$ cat config.mk
export PLATFORM = sky130hd
export DESIGN_NAME = request_arbiter
export DESIGN_NICKNAME = d
export VERILOG_FILES = /design/src/rtl/request_arbiter.sv
export SDC_FILE = /design/constraint.sdc
export NUM_CORES = 1
export LEC_CHECK = 0
export BUFFER_PORTS_ARGS = -buffer_cell sky130_fd_sc_hd__buf_2
export CAP_MARGIN = 25
export CELL_PAD_IN_SITES_DETAIL_PLACEMENT = 0
export CELL_PAD_IN_SITES_GLOBAL_PLACEMENT = 1
export CORE_MARGIN = 2
export CORE_UTILIZATION = 29
export CTS_BUF_LIST = sky130_fd_sc_hd__clkbuf_2 sky130_fd_sc_hd__clkbuf_4 sky130_fd_sc_hd__clkbuf_8
export CTS_CLUSTER_DIAMETER = 50
export DETAILED_ROUTE_END_ITERATION = 6
export PLACE_DENSITY_LB_ADDON = 0.15
export SLEW_MARGIN = 20
export SYNTH_ARGS = -nofsm -noshare
export SYNTH_HDL_FRONTEND = slang
export SYNTH_SLANG_ARGS = --single-unit
$ cat constraint.sdc
create_clock -name CLK -period 2 [get_ports CLK]
set_input_delay 0.1 -clock CLK [delete_from_list [all_inputs] [get_ports CLK]]
set_output_delay 0.1 -clock CLK [all_outputs]
set_load 0.01 [all_outputs]
$ cat src/rtl/request_arbiter.sv
// Memory request arbiter: grants one of NREQ requesters onto a single memory port,
// holds the request until completion and masks the owner until it releases. Optional watchdog: REQ_TIMEOUT_EN.
module request_arbiter #(
  parameter int NREQ      = 2,
  parameter int AW        = 32,
  parameter int DW        = 32,
  parameter int PRIO_MODE = 0,
  parameter int TIMEOUT   = 255
) (
  input  logic               CLK,
  input  logic               nRST,
  input  logic [NREQ-1:0]    req_ren,
  input  logic [NREQ-1:0]    req_wen,
  input  logic [NREQ*AW-1:0] req_addr,
  input  logic [NREQ*DW-1:0] req_wdata,
  input  logic [NREQ-1:0]    req_release,
  output logic [NREQ-1:0]    req_hit,
  output logic [DW-1:0]      req_rdata,
  output logic               req_err,
  output logic               mem_ren,
  output logic               mem_wen,
  output logic [AW-1:0]      mem_addr,
  output logic [DW-1:0]      mem_wdata,
  input  logic               mem_wait,
  input  logic [DW-1:0]      mem_rdata
);

  localparam int GW = (NREQ > 1) ? $clog2(NREQ) : 1;

  typedef enum logic {IDLE, BUSY} state_t;

  state_t          state_q, state_d;
  logic [GW-1:0]   grant_q, grant_d, grant_sel;
  logic [GW-1:0]   rr_q, rr_d, next_ptr;
  logic [NREQ-1:0] mask_q, mask_d, elig, hit_vec;
  logic [AW-1:0]   addr_q, sel_addr;
  logic [DW-1:0]   wdata_q, sel_wdata;
  logic            wr_q, sel_wr;
  logic            busy, done, abort, any_elig;
  logic [GW-1:0]   lo_sel, hi_sel;
  logic            hi_found;

  assign elig     = (req_ren | req_wen) & ~mask_q;
  assign any_elig = |elig;
  assign busy     = (state_q == BUSY);
  assign done     = busy & ~mem_wait;

  // Descending scan so the lowest qualifying index is the one left standing;
  // round-robin prefers indices at/after rr_q and falls back to the lowest overall.
  always_comb begin
    lo_sel   = '0;
    hi_sel   = '0;
    hi_found = 1'b0;
    for (int unsigned j = NREQ; j > 0; j--) begin
      if (elig[j-1]) begin
        lo_sel = GW'(j - 1);
        if (32'(rr_q) <= j - 1) begin
          hi_sel   = GW'(j - 1);
          hi_found = 1'b1;
        end
      end
    end
    grant_sel = (PRIO_MODE == 0 && hi_found) ? hi_sel : lo_sel;
  end

  always_comb begin
    sel_addr  = '0;
    sel_wdata = '0;
    sel_wr    = 1'b0;
    for (int unsigned j = 0; j < NREQ; j++) begin
      if (32'(grant_sel) == j) begin
        sel_addr  = req_addr[j*AW +: AW];
        sel_wdata = req_wdata[j*DW +: DW];
        sel_wr    = req_wen[j];
      end
    end
  end

  always_comb begin
    hit_vec = '0;
    for (int unsigned j = 0; j < NREQ; j++) begin
      hit_vec[j] = done && (32'(grant_q) == j);
    end
  end

  assign next_ptr = (grant_q == GW'(NREQ - 1)) ? '0 : grant_q + 1'b1;

`ifdef REQ_TIMEOUT_EN
  localparam int CW = (TIMEOUT > 0) ? $clog2(TIMEOUT + 1) : 1;

  logic [CW-1:0] wait_q;

  // Held at zero outside BUSY, so every transaction starts counting from zero.
  always_ff @(posedge CLK) begin
    if (!nRST) begin
      wait_q <= '0;
    end else if (!busy) begin
      wait_q <= '0;
    end else if (mem_wait) begin
      wait_q <= wait_q + 1'b1;
    end
  end

  assign abort   = busy & mem_wait & (32'(wait_q) == TIMEOUT);
  assign req_err = abort;
`else
  assign abort   = 1'b0;
  // Without the watchdog TIMEOUT has no effect; this folds to a constant 0.
  assign req_err = (TIMEOUT < 0);
`endif

  always_comb begin
    state_d = state_q;
    grant_d = grant_q;
    rr_d    = rr_q;
    // Release is applied after the hit so a same-cycle release leaves the bit clear.
    mask_d  = (mask_q | hit_vec) & ~req_release;
    unique case (state_q)
      IDLE: begin
        if (any_elig) begin
          state_d = BUSY;
          grant_d = grant_sel;
        end
      end
      BUSY: begin
        if (done || abort) begin
          state_d = IDLE;
          if (PRIO_MODE == 0) begin
            rr_d = next_ptr;
          end
        end
      end
      default: state_d = IDLE;
    endcase
  end

  always_ff @(posedge CLK) begin
    if (!nRST) begin
      state_q <= IDLE;
      grant_q <= '0;
      rr_q    <= '0;
      mask_q  <= '0;
      addr_q  <= '0;
      wdata_q <= '0;
      wr_q    <= 1'b0;
    end else begin
      state_q <= state_d;
      grant_q <= grant_d;
      rr_q    <= rr_d;
      mask_q  <= mask_d;
      if (state_q == IDLE && any_elig) begin
        addr_q  <= sel_addr;
        wdata_q <= sel_wdata;
        wr_q    <= sel_wr;
      end
    end
  end

  assign mem_ren   = busy & ~wr_q;
  assign mem_wen   = busy & wr_q;
  assign mem_addr  = busy ? addr_q : '0;
  assign mem_wdata = busy ? wdata_q : '0;
  assign req_hit   = hit_vec;
  assign req_rdata = (done && !wr_q) ? mem_rdata : '0;

endmodule

# Yosys cells after proc, flatten, opt, wreduce, memory -nomap -nowiden
# Index checks and enable logic that the tools add are counted.
[word_totals]
regBits = 70
latch_bits = 0
mem_bits_rw = 0
romBits = 0
inputBits = 169
n_memories = 0
[classes]
addsub = 1
multipliers = 0
div = 0
magnitude_cmp = 1
n_eq_ne = 0
shift = 0
muxes = 17
bitwise_logic = 13
reduce_logical = 8
[op_table]
columns = ["operator", "n"]
rows = [
  ["$mux W32", 5],
  ["$mux W1", 11],
  ["$and A2 B2 Y2", 2],
  ["$logic_and A1 B1 Y1", 4],
  ["$not A1 Y1", 4],
  ["$not A2 Y2", 2],
  ["$or A2 B2 Y2", 2],
  ["$reduce_and A2 Y1", 2],
  ["$and A1 B1 Y1", 3],
  ["$pmux W1 S2", 1],
  ["$reduce_or A2 Y1", 1],
  ["$add A1 B1 Y1 const B", 1],
  ["$le A1 B1 Y1 const B", 1],
  ["$logic_not A1 Y1", 1],
]

# Depth between registers and ports, before layout
# Gate-level depths: netlist (run 1).
[depth]
depth_word = 7
depth_mapped = 6
mapped_depth_nobuf = 4

# Worst setup path after synthesis (run 1)
# No wires, ideal clock.
[synth_timing]
path_kind = "flip-flop to output port"
startpoint = "reg state_q (netlist: busy)"
endpoint = "out req_rdata[11]"
arrival_time_ns = 1.140
t_required_ns = 1.900
slack_ns = 0.760
path_stages_with_launch = 5
cell_sequence = "dfxtp_1 -> nand2b_2 -> nor2_1 -> clkbuf_1 -> and2_1"
[synth_via]
elab_chain_len = 3
[synth_rtl]
columns = ["element", "line_no", "rtl"]
rows = [
  ["from (decl)", "32", "state_t state_q, state_d;"],
  ["from (signal assigned)", "147", "state_q <= state_d;"],
  ["$and A1 B1 Y1", "46", "assign done = busy & ~mem_wait;"],
  ["$logic_and A1 B1 Y1", "164", "assign req_rdata = (done && !wr_q) ? mem_rdata : '0;"],
  ["$mux W32", "164", ""],
  ["to (decl)", "18", "output logic [DW-1:0] req_rdata,"],
]
# No other way between the ends.

# Worst setup path after layout (run 1)
[layout_timing]
startpoint = "reg state_q (netlist: busy)"
endpoint = "out req_rdata[28]"
# The elaborated chain is that of the path after synthesis.

==> results.json, run 1 <==
{
  "outcome": "complete, no violations",
  "p_sw_frac": 0.306,
  "avgSynthCellArea_um2": 7.34,
  "place_hpwl_um": 10200,
  "total_power_uw": 3760,
  "clock_path_buffers": 2,
  "switchingPower_uw": 1150,
  "core_um2": 12200,
  "cts_buffers": 9,
  "rsz0062_at_grt": "false",
  "grt_pass1_vias": 4717,
  "r2r-end": "addr_q[10]$_SDFFE_PN0P_",
  "dr.pass1.iters": 4,
  "cp_top_family": "flip-flops",
  "vias_per_cell": 4.72,
  "synth_top_area_share": 0.384,
  "cp_max_fo": 32,
  "rows": 40,
  "root_buffer": "clkbuf_8",
  "fin_crit_ns": 1.79,
  "clkSinkCount": 70,
  "drive_gt1_frac": 0.346,
  "drv_slew": 0,
  "netlist_instances": 497,
  "dp.cells": 898,
  "clock_skew_ns": 0.00780,
  "wl_um": 15400,
  "holdCritPathClass": "in2reg",
  "synth_seq_cells": 70,
  "setup_viol_count_final": 0,
  "drt_iter0_drc": 277,
  "peakVddDrop_uv": 295,
  "die-area_um2": 13500,
  "internal-power_uw": 2610,
  "clock_power_share": 0.271,
  "grt_max_degree": 106,
  "final_cells": 1038,
  "clk_latency_ns": 0.36,
  "grt_usage": 0.219,
  "vias": 4897,
  "avgRoutedWirePerCell_um": 14.9,
  "crit_path_top_delay_cell": "dfxtp_4",
  "period_share": 0.893,
  "cpPeakStageDelay_ns": 0.47,
  "antenna_found_initial": 3,
  "r2r_start": "mask_q[0]$_SDFF_PN0_",
  "tns_ns": 0,
  "die_h_um": 116,
  "cp.arrival_ns": 1.69,
  "clk_pin_slew_ns": 0.07,
  "cts_tree": "built",
  "synth_warnings": 0,
  "tightest_slew_ns": 0.505,
  "ys_seq_area_frac": 0.384,
  "startpoint_type": "flop",
  "fin_area_um2": 6490,
  "io_pins": 270,
  "rrSetupSlack_ns": 0.43,
  "cp.depth": 5,
  "netlist-cell-type-count": 28,
  "hold_slack_ns": 0.0162,
  "grt_pass1_wl_um": 22500,
  "nFillCells": 1137,
  "yosysTopAreaCell": "dfxtp_1",
  "gp_congestion": 0.771,
  "area_growth_pct": 78.0,
  "worstSetupPathType": "reg2out",
  "end_kind": "output pin",
  "initial_core_util": 0.300,
  "die_x_um": 116,
  "nets": 1033,
  "cp.required_ns": 1.90,
  "hold_viol": 0,
  "crit_end": "req_rdata[28]",
  "syn_area_um2": 3650,
  "p_leak_uw": 0.00323,
  "yosys-top-cells-area": "dfxtp_1 (38%), and2_1 (17%), nand2_1 (13%)",
  "seq_power_share": 0.429,
  "gr-total-overflow": 0,
  "drc": 0,
  "max_cap_viol_count": 0,
  "synth_nets": 666,
  "powerDensity_nw_per_um2": 578,
  "r2r_cells": 5,
  "critPathLaunch": "busy$_SDFF_PN0_",
  "htree_levels": 3,
  "place_area_um2": 5090,
  "timing.fmax_mhz": 560,
  "comb_power_share": 0.299,
  "crit_chain": "nand2b_2 -> nor2_1 -> buf_4 -> and2_1 -> buf_2",
  "crit_buf_inv": 2,
  "relSlewSlack": 0.664,
  "port_buffers": 268,
  "drtAntennaViolNets": 0
}
-- registers in the layout, summed over array words and instances, names as in the netlist --
register,flops
mask_q,2
addr_q,32
grant_q,1
rr_q,1
busy,1
wdata_q,32
wr_q,1
-- metal layers --
| layer | GRT usage | vias up | routed length (um) |
|---|---|---|---|
| li1 | - | 2400 | - |
| met1 | 0.227 | 2240 | 5910 |
| met2 | 0.404 | 214 | 7820 |
| met3 | 0.0509 | 43 | 1080 |
| met4 | 0.125 | 0 | 615 |
| met5 | 0 | - | 0 |
-- repair_timing --
item,4_1_cts,5_1_grt
hold endpoints to repair,65,0
buffers inserted,0,0
endpoints found under the setup margin,0,7
hold buffers,123,0
resized for setup,0,1
-- area by class of cell --
type | instances | area [um2] | area share
clock buffers | 12 | 153 | 0.0235
flip-flops and latches | 70 | 1410 | 0.216
inverters | 3 | 11.3 | 0.00173
well taps | 168 | 210 | 0.0324
diodes | 3 | 7.51 | 0.00116
clock inverters | 2 | 10.0 | 0.00154
repair buffers | 402 | 2710 | 0.417
multi-input cells | 378 | 1990 | 0.307
-- tightest hold or removal path, delay by kind of cell --
family                 cells  cell delay [ns]
AO/OA/AOI/OAI              1             0.07
buffers and inverters      1             0.10
AND/OR/NAND/NOR            1             0.05
-- per-stage QoR --
step / util / worst slack, ns
global placement: 0.419 / 0.454
floorplan: - / 0.760
CTS: 0.533 / 0.0625
finish: 0.534 / 0.214
global route: 0.534 / 0.0855
detailed placement: 0.419 / 0.458
-- synthesized netlist by cell type, drive strengths merged --
cell    number
a211oi       1
a21oi        2
a31oi       65
and2        97
buf         21
clkbuf      25
conb         1
dfxtp       70
inv          3
nand2      130
nand2b       1
nor2         6
nor2b        1
nor3         2
o21ai       66
o21ba        2
o21bai       2
o22a         1
o311a        1
-- power by group through the flow --
stage / Combinational [uW] / Sequential, uW / Clock [uW]
detailed placement: 934 / 1640 / 0
finish: 1120 / 1610 / 1020
global placement: 931 / 1640 / 0
floorplan: 564 / 1610 / 0
global route: 1250 / 1630 / 1120
CTS: 1120 / 1610 / 1070
-- layout by cell type (no fill, tap or decap), types with 2 or more instances in the layout --
cell type,instances
a21oi_4,2
a31oi_1,65
and2_1,97
buf_12,4
buf_2,268
buf_4,7
clkbuf_4,2
clkbuf_8,10
clkinv_2,2
dfxtp_1,69
diode_2,3
dlygate4sd3_1,123
inv_1,3
nand2_1,130
nor2_1,6
nor3_1,2
o21ai_0,52
o21ai_1,13
-- how the worst min path moves through the flow --
stage	cells past startpoint	slack, ns	startpoint	to
global placement	2	0.27	req_release[1]	mask_q[1]$_SDFF_PN0_
detailed placement	2	0.27	req_release[1]	mask_q[1]$_SDFF_PN0_
CTS	3	0.0004	req_addr[31]	addr_q[31]$_SDFFE_PN0P_
global route	3	0.01	req_addr[46]	addr_q[14]$_SDFFE_PN0P_
floorplan	1	0.18	req_release[0]	mask_q[0]$_SDFF_PN0_
finish	3	0.02	req_addr[31]	addr_q[31]$_SDFFE_PN0P_
-- logic make-up after synthesis --
group / after synthesis / synth area share
AND/OR/NAND/NOR: 237 / 0.313
AO/OA/AOI/OAI: 140 / 0.228
other: 1 / 0.00103
buffers and inverters: 49 / 0.0738
flip-flops: 70 / 0.384
(Power assumes the default switching activity.)
==> run 2, diff against run 1 <==
--- a/config.mk
+++ b/config.mk
@@ -10,7 +10,7 @@
 export CELL_PAD_IN_SITES_DETAIL_PLACEMENT = 0
 export CELL_PAD_IN_SITES_GLOBAL_PLACEMENT = 1
 export CORE_MARGIN = 2
-export CORE_UTILIZATION = 29
+export CORE_UTILIZATION = 25
 export CTS_BUF_LIST = sky130_fd_sc_hd__clkbuf_2 sky130_fd_sc_hd__clkbuf_4 sky130_fd_sc_hd__clkbuf_8
 export CTS_CLUSTER_DIAMETER = 50
 export DETAILED_ROUTE_END_ITERATION = 6
==> constraint.sdc (replaced) <==
create_clock -name CLK -period 1.4 [get_ports CLK]
set_input_delay 0.07 -clock CLK [delete_from_list [all_inputs] [get_ports CLK]]
set_output_delay 0.07 -clock CLK [all_outputs]
set_load 0.01 [all_outputs]
==> run 2 against run 1 <==
- the flow now finishes with violations (negative setup slack)
- critical path depth up 3
- sequential power up 44%
- critical path type is now reg2reg
- non-clock buffer count grew 54
- flip-flop and latch count unchanged
- core utilization up 2.0 points
- clock power up 46%
- sequential share of layout area is 3.9 points lower
- setup slack lost 0.34 ns
- first-iteration DRC count shrank 15%
- die area up 15%
==> results.json, run 2 (synthesis results as in run 1) <==
{
  "clock_skew_ns": 0.00904,
  "rsz0062_at_grt": "true",
  "startpoint_type": "flop",
  "antenna_found_initial": 1,
  "max_cap_viol_count": 0,
  "nets": 1087,
  "drive_gt1_frac": 0.464,
  "peakVddDrop_uv": 341,
  "vias": 5217,
  "hold_viol": 0,
  "period_share": 1.09,
  "setup_viol_count_final": 125,
  "holdCritPathClass": "in2reg",
  "io_pins": 270,
  "hold_start": "req_wen[1]",
  "r2r_start": "mask_q[0]$_SDFF_PN0_",
  "grt_pass1_wl_um": 25000,
  "drtAntennaViolNets": 0,
  "clkSinkCount": 70,
  "mostFrequentLayoutCell": "buf_2",
  "avgRoutedWirePerCell_um": 16.4,
  "port_buffers": 268,
  "place_ws_ns": -0.0365,
  "outcome": "finished, violations left",
  "fin_crit_ns": 1.52,
  "layout_setup_ws_ns": -0.123,
  "grt_max_degree": 37,
  "clk_latency_ns": 0.35,
  "cp_max_fo": 8,
  "hold_slack_ns": 0.117,
  "worstSetupPathType": "reg2reg",
  "vias_per_cell": 4.72,
  "p_leak_uw": 0.00382,
  "rrSetupSlack_ns": -0.12,
  "violations": "negative setup slack",
  "r2r_cells": 8,
  "drc": 0,
  "gr-total-overflow": 0,
  "core_um2": 14400,
  "root_buffer": "clkbuf_8",
  "htree_levels": 3,
  "cts_buffers": 9,
  "grt_usage": 0.201,
  "die_h_um": 125,
  "reg.largest.list": "addr_q x32, wdata_q x32, mask_q x2",
  "place_hpwl_um": 10200,
  "crit_end": "wdata_q[14]$_SDFFE_PN0P_",
  "powerDensity_nw_per_um2": 785,
  "drt_iter0_drc": 235,
  "area_growth_pct": 118,
  "die_x_um": 125,
  "wl_um": 18200,
  "initial_core_util": 0.254,
  "final_cell_mix": "buf_2 (252), dlygate4sd3_1 (131), nand2_1 (102), and2_1 (81), dfxtp_1 (67)",
  "cp.arrival_ns": 1.80,
  "r2r-end": "wdata_q[14]$_SDFFE_PN0P_",
  "final_cells": 1106,
  "critPathLaunch": "mask_q[0]$_SDFF_PN0_",
  "die-area_um2": 15600,
  "grt_pass1_vias": 5075,
  "cp.required_ns": 1.68,
  "clk_pin_slew_ns": 0.08,
  "drv_slew": 0,
  "dr.pass1.iters": 4,
  "dp.cells": 920,
  "clock_path_buffers": 2,
  "cts_tree": "built",
  "end_kind": "flop",
  "gp_congestion": 0.902,
  "final_util": 0.554,
  "rows": 44,
  "timing.fmax_mhz": 657
}
[run 2: report_power, final]
| part | leakage, uW | switching [uW] | internal [uW] | total [uW] |
|---|---|---|---|---|
| combinational | 0.00315 | 1080 | 1360 | 2440 |
| clock | 0.0000889 | 778 | 707 | 1490 |
| sequential | 0.000583 | 114 | 2200 | 2320 |
[run 2: routing by layer]
layer | routed length, um | vias up | global-route usage
met1 | 7090 | 2435 | 0.215
met3 | 1190 | 33 | 0.0468
li1 | - | 2515 | -
met5 | 0 | - | 0
met4 | 433 | 0 | 0.0760
met2 | 9430 | 234 | 0.379
[run 2: final cells by class]
cell class                 instances  area (um2)
timing repair buffer             456        3780
inverter                           3        11.3
sequential                        70        1410
fill                            1329        6410
multi-input combinational        378        2370
clock buffer                      12         153
clock inverter                     2        10.0
antenna                            1        2.50
tap                              184         230
[run 2: worst min path at each step]
| stage | to | slack (ns) | depth (start not counted) |
|---|---|---|---|
| final | wr_q$_SDFFE_PN0P_ | 0.12 | 4 |
| after global routing | wr_q$_SDFFE_PN0P_ | 0.12 | 4 |
| after CTS | rr_q$_SDFFE_PN0P_ | 0.07 | 3 |
| after detailed placement | mask_q[1]$_SDFF_PN0_ | 0.24 | 2 |
| after global placement | mask_q[1]$_SDFF_PN0_ | 0.24 | 2 |
| after floorplan | mask_q[0]$_SDFF_PN0_ | 0.15 | 1 |
[run 2: worst max-delay path, cell delays in order, from the launching register on]
cell and delay, ns:
dfxtp_2 0.33, o21bai_4 0.18, buf_6 0.13, o21ai_4 0.18, buf_12 0.13, buf_12 0.11
clkbuf_16 0.17, nand2_2 0.05, a31oi_1 0.16
[run 2: per-stage QoR]
step / TNS [ns] / area [um2] / power [uW]
floorplan: 0 / 3650 / 3110
global placement: -0.000601 / 5260 / 3760
detailed placement: -0.369 / 5260 / 3780
CTS: -4.54 / 6920 / 5690
global route: -17.70 / 7960 / 6610
finish: -6.48 / 7960 / 6240
[run 2: what timing repair did]
action                     CTS  global route
pin swaps                    1            69
hold endpoints to repair    67             0
gates resized for setup     19           148
hold buffers               131             0
cloned                       3            18
setup buffers                3            17
setup endpoints to repair  135           163
==> run 3, diff against run 2 <==
--- a/config.mk
+++ b/config.mk
@@ -15,6 +15,7 @@
 export CTS_CLUSTER_DIAMETER = 50
 export DETAILED_ROUTE_END_ITERATION = 6
 export PLACE_DENSITY_LB_ADDON = 0.15
+export SKIP_LAST_GASP = 1
 export SLEW_MARGIN = 20
 export SYNTH_ARGS = -nofsm -noshare
 export SYNTH_HDL_FRONTEND = slang
==> run 3 against run 2 <==
- the run still ends with negative setup slack left
- register-to-register slack about the same
- sequential share of layout area increased by 0.16 points
- power decreased by 0.50%
- count of clock-buffer cells in the layout unchanged
- non-clock buffer count unchanged
- critical path depth unchanged
- global-route usage unchanged
- design area decreased by 0.91%
- wire length increased by 0.12%
- first-iteration DRC count decreased by 2.1%
- cell count about the same
==> results.json, run 3 (synthesis results as in run 1) <==
{
  "outcome": "finished, violations left",
  "violations": "negative setup slack",
  "initial_core_util": 0.254,
  "total_power_uw": 6210,
  "drt_iter0_drc": 230,
  "drive_gt1_frac": 0.447,
  "dr.pass1.iters": 4,
  "avgRoutedWirePerCell_um": 16.4,
  "holdCritPathClass": "in2reg",
  "nets": 1087,
  "cp.arrival_ns": 1.80,
  "fin_area_um2": 7890,
  "wl_um": 18200,
  "crit_path_top_delay_cell": "dfxtp_2",
  "nFillCells": 1328,
  "antenna_found_initial": 0,
  "worstSetupPathType": "reg2reg",
  "cp_top_family": "buffers and inverters",
  "clock_path_buffers": 2,
  "cp_common_cell": "buf_12",
  "timing.fmax_mhz": 656,
  "grt_max_degree": 37,
  "n_antenna_cell": 0,
  "hold_viol": 0,
  "final_cell_mix": "buf_2 (253), dlygate4sd3_1 (131), nand2_1 (102), and2_1 (85), dfxtp_1 (67)",
  "fin_crit_ns": 1.52,
  "drtAntennaViolNets": 0,
  "final_util": 0.549,
  "vias": 5224,
  "period_share": 1.09,
  "p_leak_uw": 0.00380,
  "cp_max_fo": 8,
  "comb_power_share": 0.389,
  "clock_power_share": 0.239,
  "drv_slew": 0,
  "die_h_um": 125,
  "root_buffer": "clkbuf_8",
  "clk_pin_slew_ns": 0.08,
  "grt_usage": 0.201,
  "drc": 0,
  "multi_input_comb_area_um2": 2320,
  "seq_power_share": 0.372,
  "final_cells": 1105,
  "setup_viol_count_final": 129,
  "gp_congestion": 0.902,
  "place_hpwl_um": 10200,
  "area_growth_pct": 116,
  "powerDensity_nw_per_um2": 788,
  "io_pins": 270,
  "mostFrequentLayoutCell": "buf_2",
  "startpoint_type": "flop",
  "crit_buf_inv": 4,
  "place_area_um2": 5260,
  "cp.required_ns": 1.68,
  "dp.cells": 920,
  "internal-power_uw": 4250,
  "reg.largest.list": "addr_q x32, wdata_q x32, mask_q x2",
  "gr-total-overflow": 0,
  "place_ws_ns": -0.0365,
  "grt_pass1_wl_um": 25000,
  "rsz0062_at_grt": "true",
  "grt_pass1_vias": 5075,
  "crit_chain": "o21bai_4 -> buf_6 -> o21ai_4 -> buf_12 -> buf_12 -> clkbuf_16 -> nand2_2 -> a31oi_1",
  "seqCellArea_um2": 1410,
  "rrSetupSlack_ns": -0.12,
  "layout_setup_ws_ns": -0.124,
  "port_buffers": 268,
  "cpPeakStageDelay_ns": 0.33,
  "clk_latency_ns": 0.35,
  "max_cap_viol_count": 0,
  "rows": 44,
  "p_sw_frac": 0.316,
  "core_um2": 14400,
  "cts_buffers": 9,
  "switchingPower_uw": 1960,
  "vias_per_cell": 4.73,
  "cts_tree": "built",
  "end_kind": "flop",
  "die-area_um2": 15600,
  "clkSinkCount": 70,
  "die_x_um": 125,
  "htree_levels": 3,
  "clock_skew_ns": 0.0109,
  "peakVddDrop_uv": 346
}
[run 3: stage by stage]
stage	hold slack [ns]	TNS, ns
3_5_place_dp	0.241	-0.369
6_report	0.116	-6.76
4_1_cts	0.0659	-4.58
2_1_floorplan	0.149	0
3_3_place_gp	0.244	-0.000601
5_1_grt	0.121	-18.13
[run 3: what timing repair did]
action	4_1_cts	5_1_grt
pin swaps	1	61
hold endpoints to repair	67	0
resized for setup	13	126
gates cloned	3	18
hold buffers	131	0
endpoints found under the setup margin	135	163
setup buffers	3	17
[run 3: worst reg2reg max path: stages, from the launching register on]
cell and delay, ns:
dfxtp_2 0.33, o21bai_4 0.18, buf_6 0.13, o21ai_4 0.18, buf_12 0.13, buf_12 0.11, clkbuf_16 0.18, nand2_2 0.05
a31oi_1 0.16
[run 3: routing by layer]
metal	global-route usage	up-vias	wire length, um
met3	0.0468	39	1190
met4	0.0760	0	461
met2	0.381	238	9460
li1	-	2514	-
met1	0.214	2433	7060
met5	0	-	0
[run 3: path summary, 6_finish.rpt]
check                                           from                        to  cells past startpoint
worst max-delay path            mask_q[0]$_SDFF_PN0_  wdata_q[14]$_SDFFE_PN0P_                      8
worst max register to register  mask_q[0]$_SDFF_PN0_  wdata_q[14]$_SDFFE_PN0P_                      8
worst min-delay path                      req_wen[1]         wr_q$_SDFFE_PN0P_                      4
worst min register to register  mask_q[0]$_SDFF_PN0_      mask_q[0]$_SDFF_PN0_                      2
[run 3: final cells by class]
cell class                 instances  area share
clock buffer                      12      0.0194
clock inverter                     2     0.00127
inverter                           3     0.00143
multi-input combinational        378       0.294
sequential                        70       0.179
tap                              184      0.0292
timing repair buffer             456       0.476
[run 3: power by group through the flow]
stage	clock network (uW)	logic, uW	registers [uW]
2_1_floorplan	0	806	2310
3_3_place_gp	0	1430	2330
3_5_place_dp	0	1440	2340
4_1_cts	1550	1840	2290
5_1_grt	1640	2590	2340
6_report	1490	2420	2310
